$ cat config.mk
export PLATFORM = sky130hd
export DESIGN_NAME = fpcvt_arbiter
export DESIGN_NICKNAME = d
export VERILOG_FILES = /design/src/rtl/fpcvt_arbiter.sv
export SDC_FILE = /design/constraint.sdc
export NUM_CORES = 1
export LEC_CHECK = 0
export CAP_MARGIN = 20
export CORE_MARGIN = 2
export CORE_UTILIZATION = 30
export CTS_CLUSTER_SIZE = 25
export DETAILED_ROUTE_END_ITERATION = 16
export PLACE_DENSITY = 0.59
export SYNTH_ARGS = -nofsm -noshare
export SYNTH_HDL_FRONTEND = slang
export SYNTH_SLANG_ARGS = --single-unit
$ cat constraint.sdc
create_clock -name clk -period 5.2 [get_ports clk]
set_clock_uncertainty 0.1 [all_clocks]
set_input_delay 1.04 -clock clk [delete_from_list [all_inputs] [get_ports clk]]
set_output_delay 1.04 -clock clk [all_outputs]
set_load 0.005 [all_outputs]
$ cat src/rtl/fpcvt_arbiter.sv
// Round-robin front end that shares one 12-bit linear to 8-bit float converter among NREQ
// requesters, with a two-stage registered pipeline and a valid/ready result port.

// Combinational converter: two's complement in, {sign, exp[2:0], sig[3:0]} out, rounded on
// the first dropped bit and saturated to the largest code when the result would not fit.
module main (
    input  logic [11:0] lin_i,
    output logic [7:0]  fp_o
);
    logic        sign;
    logic [11:0] mag;
    logic [3:0]  lz;
    logic [2:0]  e;
    logic [3:0]  sig;
    logic        rnd;
    logic [4:0]  sum;
    logic [11:0] shifted;
    logic [11:0] rnd_sh;

    always_comb begin
        sign    = lin_i[11];
        mag     = sign ? (~lin_i + 12'd1) : lin_i;
        lz      = 4'd12;
        for (int b = 0; b < 12; b++) begin
            if (mag[b]) lz = 4'(11 - b);
        end
        e       = 3'd0;
        sig     = mag[3:0];
        rnd     = 1'b0;
        shifted = 12'd0;
        rnd_sh  = 12'd0;
        // lz == 0 only for -2048, whose magnitude needs 12 bits: saturate.
        if (lz == 4'd0) begin
            e   = 3'd7;
            sig = 4'hF;
        end else if (lz < 4'd8) begin
            e       = 3'(4'd8 - lz);
            shifted = mag >> e;
            sig     = shifted[3:0];
            rnd_sh  = mag >> (e - 3'd1);
            rnd     = rnd_sh[0];
        end
        sum = {1'b0, sig} + {4'd0, rnd};
        if (sum[4]) begin
            if (e == 3'd7) begin
                sig = 4'hF;
            end else begin
                e   = e + 3'd1;
                sig = sum[4:1];
            end
        end else begin
            sig = sum[3:0];
        end
        fp_o = {sign, e, sig};
    end
endmodule

// valid/ready: a beat moves on a rising clk edge where valid and ready are both high;
// the sender holds valid and its payload unchanged until that edge.
module fpcvt_arbiter #(
    parameter int NREQ = 4,
    parameter int IDW  = 2
) (
    input  logic                 clk,
    input  logic                 rst,
    input  logic [NREQ-1:0]      req_valid,
    input  logic [12*NREQ-1:0]   req_data,
    output logic [NREQ-1:0]      req_ready,
    output logic                 out_valid,
    output logic [7:0]           out_data,
    output logic [IDW-1:0]       out_id,
    input  logic                 out_ready,
    output logic                 busy,
    output logic [15:0]          conv_count
);
    localparam logic [IDW:0]   NREQ_W = (IDW+1)'(NREQ);
    localparam logic [IDW-1:0] LAST_W = IDW'(NREQ - 1);

    logic           s1_valid_q;
    logic [11:0]    s1_data_q;
    logic [IDW-1:0] s1_id_q;
    logic           out_valid_q;
    logic [7:0]     out_data_q;
    logic [IDW-1:0] out_id_q;
    logic [IDW-1:0] ptr_q;
    logic [IDW-1:0] ptr_d;
    logic [15:0]    conv_count_q;

    logic           adv1;
    logic           adv2;
    logic           win_found;
    logic [IDW-1:0] win_idx;
    logic [IDW:0]   idx;
    logic           grant;
    logic [11:0]    win_data;
    logic [7:0]     cvt_data;

    // Scan from the far end so the last hit is the one closest to ptr.
    always_comb begin
        win_found = 1'b0;
        win_idx   = '0;
        idx       = '0;
        for (int k = NREQ - 1; k >= 0; k--) begin
            idx = {1'b0, ptr_q} + (IDW+1)'(k);
            if (idx >= NREQ_W) idx = idx - NREQ_W;
            if (req_valid[idx[IDW-1:0]]) begin
                win_found = 1'b1;
                win_idx   = idx[IDW-1:0];
            end
        end
    end

    assign adv2      = !out_valid_q || out_ready;
    assign adv1      = !s1_valid_q || adv2;
    assign grant     = win_found && adv1 && !rst;
    assign req_ready = grant ? (NREQ'(1) << win_idx) : '0;
    assign win_data  = req_data[12*win_idx +: 12];
    assign ptr_d     = (win_idx == LAST_W) ? '0 : win_idx + 1'b1;

    main u_main (
        .lin_i (s1_data_q),
        .fp_o  (cvt_data)
    );

    always_ff @(posedge clk or posedge rst) begin
        if (rst) begin
            s1_valid_q   <= 1'b0;
            s1_data_q    <= '0;
            s1_id_q      <= '0;
            out_valid_q  <= 1'b0;
            out_data_q   <= '0;
            out_id_q     <= '0;
            ptr_q        <= '0;
            conv_count_q <= '0;
        end else begin
            if (adv1) begin
                s1_valid_q <= grant;
                if (grant) begin
                    s1_data_q <= win_data;
                    s1_id_q   <= win_idx;
                    ptr_q     <= ptr_d;
                end
            end
            if (adv2) begin
                out_valid_q <= s1_valid_q;
                out_data_q  <= cvt_data;
                out_id_q    <= s1_id_q;
            end
            if (out_valid_q && out_ready) conv_count_q <= conv_count_q + 16'd1;
        end
    end

    assign out_valid  = out_valid_q;
    assign out_data   = out_data_q;
    assign out_id     = out_id_q;
    assign busy       = s1_valid_q || out_valid_q;
    assign conv_count = conv_count_q;
endmodule
### Word level (Yosys, flattened, before mapping)

Index checks and enable logic that the tools add are counted.

* add/subtract/negate cells: 14
* $mul: 1
* div/mod/pow operators: 0
* $lt $le $gt $ge: 9
* equality and inequality tests: 2
* shifts and indexed selects: 4
* muxes and demuxes: 45
* bitwise gates (word level): 1
* reductions and logical operators: 11

Operators with widths (count)
* 4-bit 2-to-1 mux: 12
* 48-bit by 7-bit variable part select with 12-bit output: 1
* 3-bit 2-to-1 mux: 9
* 2-bit 2-to-1 mux: 9
* 16-bit by 1-bit adder with 16-bit output (second input constant): 1
* 12-bit by 1-bit adder with 12-bit output (second input constant): 1
* 2-bit by 3-bit less-than comparator with 1-bit output (second input constant): 4
* 12-bit 2-to-1 mux: 1
* 12-bit inverter: 1
* 12-bit by 3-bit right shift with 1-bit output: 1
* 12-bit by 3-bit right shift with 4-bit output: 1
* 1-bit 2-to-1 mux: 10
* 3-bit >= comparator (second input constant): 3
* 1-bit binary-select mux with 2-bit select: 4
* 2-bit by 1-bit subtractor with 2-bit output (second input constant): 4
* 2-bit by 2-bit adder with 3-bit output (second input constant): 2
* 4-bit by 1-bit adder with 5-bit output: 1
* 4-bit zero test: 1
* 4-bit less-than comparator (second input constant): 1
* 2-bit by 2-bit multiplier with 4-bit output (first input constant): 1
* 1-bit by 2-bit left shift with 4-bit output (first input constant): 1
* 2-bit by 1-bit adder with 3-bit output (second input constant): 1
* 3-bit by 1-bit adder with 3-bit output (second input constant): 1
* 3-bit equality test (second input constant): 1
* other kinds (9): 15

* flip-flop bits (word level): 44
* latch bits: 0
* bits in writable memories: 0
* memory bits (read-only): 0
* input port bits: 55
* memories kept: 0

### Logic depth before layout (Yosys ltp)

Gate-level depths: netlist of run 1.

* depth in word-level cells: 23
* depth in mapped cells: 23

### Hierarchy

Synthesis of run 1 repeated with hierarchy kept, for this count alone.

* cell total of the unflattened synthesis: 428
* area total of the unflattened synthesis: 3893.7 µm²

By module, submodules not included
* fpcvt_arbiter: instances 1, cells an instance 219, area each 2282.2 µm²
* main: instances 1, cells an instance 209, area each 1611.5 µm²

### Worst setup path after synthesis of run 1

No wires, ideal clock.

* path kind: register -> register
* start point: register s1_data_q[0]
* end point: register out_data_q[5], in the netlist out_data[5]
* data arrival time: 4.841 ns
* data required time: 4.967 ns
* slack: 0.125 ns
* stages on the path, launching flop included: 23
* period minus slack after synthesis: 5.075 ns
* cells stage by stage: dfrtp_1 > clkbuf_1 > inv_1 > ha_1 > nor3b_4 > a311o_1 > and2_1 > buf_2 > a21boi_2 > a21oi_4 > nor2_4 > ha_1 > clkbuf_1 > clkbuf_1 > mux4_2 > o211a_1 > a21oi_1 > ha_1 > ha_1 > nor2b_1 > nand4_1 > mux2i_1 > o21ai_0

* longest elaborated chain between the ends: 22
* elaborated cells on any way between the ends: 32
* classes of those cells: add/sub (5); order compare (1); eq/ne (1); shift (2); mux (21); bitwise (1); reduce/logical (1)

Ends and longest elaborated chain
* start: declaration: line 80 `logic [11:0] s1_data_q;`
* start signal: assignment: line 139 `s1_data_q <= win_data;`
* 12-bit inverter: line 22 `mag = sign ? (~lin_i + 12'd1) : lin_i;`
* 12-bit by 1-bit adder with 12-bit output: line 22
* 12-bit 2-to-1 mux (*): line 22
* 3-bit 2-to-1 mux (4 in series): line 25 `if (mag[b]) lz = 4'(11 - b);`
* 4-bit 2-to-1 mux (8 in series): line 25
* 1-bit by 3-bit subtractor with 3-bit output: line 37 `e = 3'(4'd8 - lz);`
* 3-bit by 1-bit subtractor with 3-bit output: line 40 `rnd_sh = mag >> (e - 3'd1);`
* 12-bit by 3-bit right shift with 1-bit output: line 40
* 1-bit 2-to-1 mux: line 36 `end else if (lz < 4'd8) begin`
* 1-bit 2-to-1 mux: line 33 `if (lz == 4'd0) begin`
* 4-bit by 1-bit adder with 5-bit output: line 43 `sum = {1'b0, sig} + {4'd0, rnd};`
* 3-bit 2-to-1 mux (*): line 44 `if (sum[4]) begin`
* end signal: assignment: line 146 `out_data_q <= cvt_data;`
* end: declaration: line 83 `logic [7:0] out_data_q;`

Mark *: on every way between the ends. The rest lies on a longest branch, timed or not.
A chain may end at the register's enable or synchronous reset.

### Final worst setup path of run 1

* start point: register s1_data_q[1]
* end point: register out_data_q[5], in the netlist out_data[5]

* longest elaborated chain between the ends: 21
* elaborated cells on any way between the ends: 31
* classes of those cells: add/sub (5); order compare (1); eq/ne (1); shift (2); mux (20); bitwise (1); reduce/logical (1)

Ends and longest elaborated chain (line)
* 12-bit inverter: 22
* 12-bit by 1-bit adder with 12-bit output: 22
* 12-bit 2-to-1 mux (*): 22
* 3-bit 2-to-1 mux (3 in series): 25
* 4-bit 2-to-1 mux (8 in series): 25
* 1-bit by 3-bit subtractor with 3-bit output: 37
* 3-bit by 1-bit subtractor with 3-bit output: 40
* 12-bit by 3-bit right shift with 1-bit output: 40
* 1-bit 2-to-1 mux: 36
* 1-bit 2-to-1 mux: 33
* 4-bit by 1-bit adder with 5-bit output: 43
* 3-bit 2-to-1 mux (*): 44

Marked as above.

==> impl_metrics.toml, run 1 <==
[layout]
nNetsFinal = 624
n_antenna_cell = 0
utilization = 0.407
drive_gt1_frac = 0.116
syn_to_final_growth_pct = 34.2
finalNonFillerCells = 731

[power]
p_leak_nw = 2.06
p_int_mw = 2.05
p_total_mw = 4.11
swShare = 0.501
vdd_drop_max_mv = 0.314
p_per_area_nw_per_um2 = 809
clkPwrFrac = 0.088
p_seq_frac = 0.152
p_switching_mw = 2.06
combPwrFrac = 0.760

[critical_path]
critical_path_class = "flip-flop to flip-flop"
cp_max_fo = 9
required_ns = 5.26
crit_path_start_kind = "flip-flop"
worstPathCellList = "inv_1 -> ha_1 -> or3b_4 -> o21ai_2 -> xnor2_1 -> a21boi_2 -> a21oi_4 -> nor2_4 -> ha_2 -> xnor2_2 -> mux4_2 -> o211a_1 -> a21oi_1 -> ha_1 -> ha_1 -> nor2b_1 -> nand4_1 -> mux2i_1 -> o21ai_0"
crit_slowest_cell = "mux4_2"
crit_arrival_ns = 4.95
end_kind = "flip-flop"
critPathMaxStageDelay_ns = 0.54
crit_top_cell = "ha_1"

[global_route]
gr-total-overflow = 0
grt_max_degree = 45
groute.usage.overall = 0.163
grt_pass1_wl_um = 18000
antenna_found_initial = 0
grt_pass1_vias = 3767

[synth]
ys_seq_elements = 44
synth_top_cell_area_share = 0.291
yosysWarnings = 0
synth_cells = 477
synth.most_common_cell = "nand2_1"
seq_area_frac_synth = 0.291
yosys_most_used_dff = "dfrtp_1"
synth_top_cell_by_area = "dfrtp_1"
ys_top_cells_by_count = "nand2_1 (109), dfrtp_1 (44), o21ai_0 (39)"
yosysUniqueCellTypes = 78
syn-cell-area_um2 = 3780
synth_edf_count = 0
syn_nets = 543
synthTopCellsByArea = "dfrtp_1 (29%), nand2_1 (11%), o21ai_0 (5.2%), xnor2_1 (4.6%), ha_1 (3.6%)"
async_reset_ff_frac = 1.00
post_synth.cell_area_avg_um2 = 7.93

[cts]
htreeDepth = 2
clock_sinks = 44
clkLatencyLatePin_ns = 0.28
root_buffer = "clkbuf_16"
numCtsBuffers = 5
clockBufferDepth = 2
path_clk_slew_ns = 0.07
cts_tree = "built"

[hold_path]
hold_path.class = "flip-flop to flip-flop"

[sta]
fmax_ghz = 0.205
layout_min_cycle_time_ns = 4.89
worst_slew_pin_slew_ns = 0.815
final-max-slew-violation-count = 0
period_share = 0.940
setup_viol = 0
finalHoldViolCount = 0
maxSlewHeadroom = 0.455

[route]
antenna_left = 0
wl_um = 10600
vias = 3787
wire_per_inst_um = 14.5
viasPerCell = 5.18
drtPass1Iterations = 5
drt_iter0_drc = 294
drc_errors = 0

[placed_design]
hpwl_um = 8400
place_inst = 722
gp_congestion = 0.924
numPortBuffers = 86

[floorplanning]
die_y_um = 116
die_w_um = 116
core_um2 = 12500
initial_core_util = 0.304
die-area_um2 = 13500
io_pins = 87
num_rows = 41

[job]
cap_violations = 0

[run_status]
outcome = "complete, no violations"
[layout make-up]
cell class | instances | area (um2)
clock buffer | 5 | 125
clock inverter | 3 | 46.3
fill | 1263 | 7390
inverter | 13 | 48.8
multi-input combinational | 390 | 2550
sequential | 44 | 1100
tap | 172 | 215
timing repair buffer | 104 | 996
[worst max-delay path, delay by kind of cell (launching register included)]
| family | cells | cell delay (ns) |
|---|---|---|
| XOR/XNOR | 2 | 0.29 |
| AO/OA/AOI/OAI | 6 | 0.98 |
| flip-flops | 1 | 0.49 |
| multiplexers | 2 | 0.72 |
| buffers and inverters | 1 | 0.16 |
| adder cells (fa/ha/maj) | 4 | 1.03 |
| AND/OR/NAND/NOR | 4 | 0.98 |
[sequential cells by signal (all words and copies together) (netlist names)]
signal,flops
s1_data_q,12
ptr_q,2
out_data,8
conv_count,16
out_id,2
out_valid,1
s1_valid_q,1
s1_id_q,2
[cell families (layout without fill, tap and decap cells)]
family | count (synthesis) | count (layout) | share of synthesized area
flops | 44 | 44 | 0.291
compound gates | 117 | 117 | 0.236
fa+ha+maj | 11 | 11 | 0.0364
buf+inv | 43 | 125 | 0.0476
mux | 10 | 10 | 0.0334
simple gates | 221 | 221 | 0.279
xor+xnor | 31 | 31 | 0.0767
[layout by cell type (no fill, tap or decap), drive strengths merged, types with 6 or more instances in the layout]
master / instances
nand2: 109
clkdlybuf4s50: 86
o21ai: 45
dfrtp: 44
nor2: 28
nand3: 25
xnor2: 20
buf: 18
nor3: 14
inv: 13
xor2: 11
ha: 11
a21oi: 8
nor4: 8
and3: 7
mux2i: 7
o31ai: 7
nand4: 6
[worst paths after layout]
check	end	slack [ns]	cells past startpoint	start
max in group asynchronous	conv_count[1]	3.50	3	rst
min in group asynchronous	ptr_q[1]	1.13	3	rst
hold / removal	out_id[1]	0.37	2	out_id[1]
setup / recovery	out_data[5]	0.31	19	s1_data_q[1]
setup reg to reg	out_data[5]	0.31	19	s1_data_q[1]
hold reg to reg	out_id[1]	0.37	2	out_id[1]
[per-layer routing]
| metal | wire [um] | GRT usage | vias to the layer above | share of wire |
|---|---|---|---|---|
| met5 | 0 | 0 | - | 0 |
| met4 | 286 | 0.0587 | 0 | 0.027 |
| met3 | 671 | 0.0405 | 21 | 0.063 |
| met2 | 4820 | 0.266 | 147 | 0.45 |
| met1 | 4840 | 0.210 | 1742 | 0.46 |
| li1 | - | - | 1877 | - |
[power groups by stage]
stage / combinational [mW] / clock [mW] / sequential, mW
6_report: 3.12 / 0.363 / 0.623
2_1_floorplan: 2.32 / 0 / 0.539
4_1_cts: 3.07 / 0.377 / 0.619
3_5_place_dp: 3.06 / 0 / 0.623
5_1_grt: 3.42 / 0.394 / 0.643
3_3_place_gp: 2.99 / 0 / 0.621
[per-stage QoR]
step / setup WS [ns] / hold WS [ns] / TNS (ns) / instance area (um2)
final: 0.313 / 0.372 / 0 / 5080
after global routing: -0.0145 / 0.397 / -0.0145 / 5080
after CTS: 0.0420 / 0.378 / 0 / 5040
after detailed placement: 0.0687 / 0.364 / 0 / 4870
after global placement: 0.281 / 0.351 / 0 / 4870
after floorplan: 0.125 / 0.346 / 0 / 3780
[repair_timing]
| action | in CTS | in global routing |
|---|---|---|
| hold buffers | 0 | 0 |
| gates resized for setup | 0 | 6 |
| buffers inserted | 0 | 1 |
| setup endpoints to repair | 0 | 6 |
Power figures use the tool's default switching activity.
==> run 2, diff against run 1 <==
--- a/config.mk
+++ b/config.mk
@@ -11,6 +11,7 @@
 export CTS_CLUSTER_SIZE = 25
 export DETAILED_ROUTE_END_ITERATION = 16
 export PLACE_DENSITY = 0.59
+export RECOVER_POWER = 50
 export SYNTH_ARGS = -nofsm -noshare
 export SYNTH_HDL_FRONTEND = slang
 export SYNTH_SLANG_ARGS = --single-unit
==> constraint.sdc (replaced) <==
create_clock -name clk -period 5.2 [get_ports clk]
set_clock_uncertainty 0.1 [all_clocks]
set_input_delay 1.04 -clock clk [delete_from_list [all_inputs] [get_ports clk]]
set_output_delay 1.04 -clock clk [all_outputs]
set_load 0.1 [all_outputs]
==> impl_metrics.toml, run 2 (same netlist as run 1, synthesis figures left out) <==
[critical_path]
reg2reg_from = "s1_data_q[1]"
worst-path-buf-inv = 2
crit_arrival_ns = 4.89
crit_slowest_cell = "mux4_2"
ff2ff_setup_slack_ns = 0.37
cp_max_fo = 9
crit_path_start_kind = "flip-flop"
critical_path_class = "flip-flop to flip-flop"
end_kind = "flip-flop"
required_ns = 5.26
critPathMaxStageDelay_ns = 0.56
path_delay_family = "compound AO/OA/AOI/OAI gates"
rr_endpoint = "out_data[5]"
r2r_cells = 20
crit_top_cell = "ha_2"
worstPathCellList = "inv_1 -> ha_2 -> nor3b_4 -> buf_4 -> a41oi_1 -> and2_1 -> a21boi_2 -> a21oi_4 -> nor2_4 -> ha_2 -> xnor2_1 -> mux4_2 -> o211a_1 -> a21oi_1 -> ha_1 -> ha_2 -> nor2b_1 -> nand4_1 -> mux2i_1 -> o21ai_0"

[layout]
syn_to_final_growth_pct = 36.5
fill_cells = 1257
layout.cells.most_common = "nand2_1"
layout_common_cells = "nand2_1 (109), clkdlybuf4s50_1 (80), dfrtp_1 (44)"
largest_register_ff_count = 16
drive_gt1_frac = 0.130
utilization = 0.414
nNetsFinal = 629
n_antenna_cell = 0

[cts]
clockBufferDepth = 2
numCtsBuffers = 5
clkLatencyLatePin_ns = 0.28
ctsHoldBuffers = 0
clock_sinks = 44
htreeDepth = 2
root_buffer = "clkbuf_16"
path_clk_slew_ns = 0.06
cts_tree = "built"

[global_route]
grt_pass1_wl_um = 17800
groute.usage.overall = 0.161
antenna_found_initial = 0
grt_max_degree = 45
grt_pass1_vias = 3707
gr-total-overflow = 0

[route]
wl_um = 10600
drc_errors = 0
antenna_left = 0
wire_per_inst_um = 14.4
drt_iter0_drc = 235
viasPerCell = 5.12
vias = 3760
drtPass1Iterations = 4

[sta]
maxSlewHeadroom = -0.575
fmax_ghz = 0.207
setup_viol = 0
worst_slew_pin_slew_ns = 2.36
layout_min_cycle_time_ns = 4.83
finalHoldViolCount = 0
final-max-slew-violation-count = 45
period_share = 0.929

[floorplanning]
io_pins = 87
die-area_um2 = 13500
initial_core_util = 0.304
die_w_um = 116
core_um2 = 12500
die_y_um = 116
num_rows = 41

[hold_path]
worstHoldPathCells = 2
holdPathEnd = "out_id[0]"
min_from = "s1_id_q[0]"
hold_path.class = "flip-flop to flip-flop"

[run_status]
failed_checks = "capacitance limit, slew limit"
outcome = "finished, violations left"

[placed_design]
gp_congestion = 0.919
hpwl_um = 8430
numPortBuffers = 86

[job]
cap_violations = 1
## run 2: changes by cell type in the layout (fill, tap and decap cells not counted), sizes merged
cell           change
clkbuf             +1
dlygate4sd3        +2
inv                -1
buf                +8
bufinv             +1
clkdlybuf4s50      -6
clkinvlp           -1
## run 2: worst max-delay path by stage
| stage | from | end | slack, ns | cells after the start |
|---|---|---|---|---|
| 6_report | s1_data_q[1] | out_data[5] | 0.37 | 20 |
| 3_5_place_dp | s1_data_q[1] | out_data[5] | 0.08 | 19 |
| 3_3_place_gp | s1_data_q[1] | out_data[5] | 0.29 | 19 |
| 4_1_cts | s1_data_q[1] | out_data[5] | 0.06 | 19 |
| 2_1_floorplan | s1_data_q[0] | out_data[5] | 0.13 | 22 |
| 5_1_grt | s1_data_q[1] | out_data[5] | -0.01 | 20 |
## run 2: tightest hold or removal path, delay by kind of cell, from the launching register on
family | cells | cell delay [ns]
DFF | 1 | 0.35
and+or+nand+nor | 2 | 0.10
## run 2: cell type report
type                       count  area, um2  area share
sequential                    44       1100       0.213
inverter                      13       48.8     0.00945
multi-input combinational    390       2550       0.493
clock inverter                 2       60.1      0.0116
clock buffer                   5        125      0.0242
timing repair buffer         109       1070       0.207
tap                          172        215      0.0417
## run 2: repair_timing
item,CTS,global route
endpoints found under the setup margin,0,7
resized for setup,0,7
hold endpoints to repair,0,0
buffers inserted,0,5
## run 2: routing by layer
| metal | part of all wire | wire (um) | global-route usage |
|---|---|---|---|
| met1 | 0.46 | 4860 | 0.214 |
| met2 | 0.47 | 4930 | 0.267 |
| met4 | 0.014 | 149 | 0.0437 |
| met5 | 0 | 0 | 0 |
| met3 | 0.063 | 665 | 0.0317 |
## run 2: per-stage QoR
stage	cell area, um2	hold WS, ns	std cells	setup TNS, ns	setup WS, ns
finish	5170	0.377	735	0	0.368
global route	5170	0.391	735	-0.0144	-0.0144
CTS	5100	0.382	730	0	0.0596
detailed placement	4920	0.369	723	0	0.0771
global placement	4920	0.352	723	0	0.294
floorplan	3780	0.346	477	0	0.125
Power of run 2 is not shown: default switching activity piles up to over one toggle a cycle in this logic, so the estimate is an artifact.
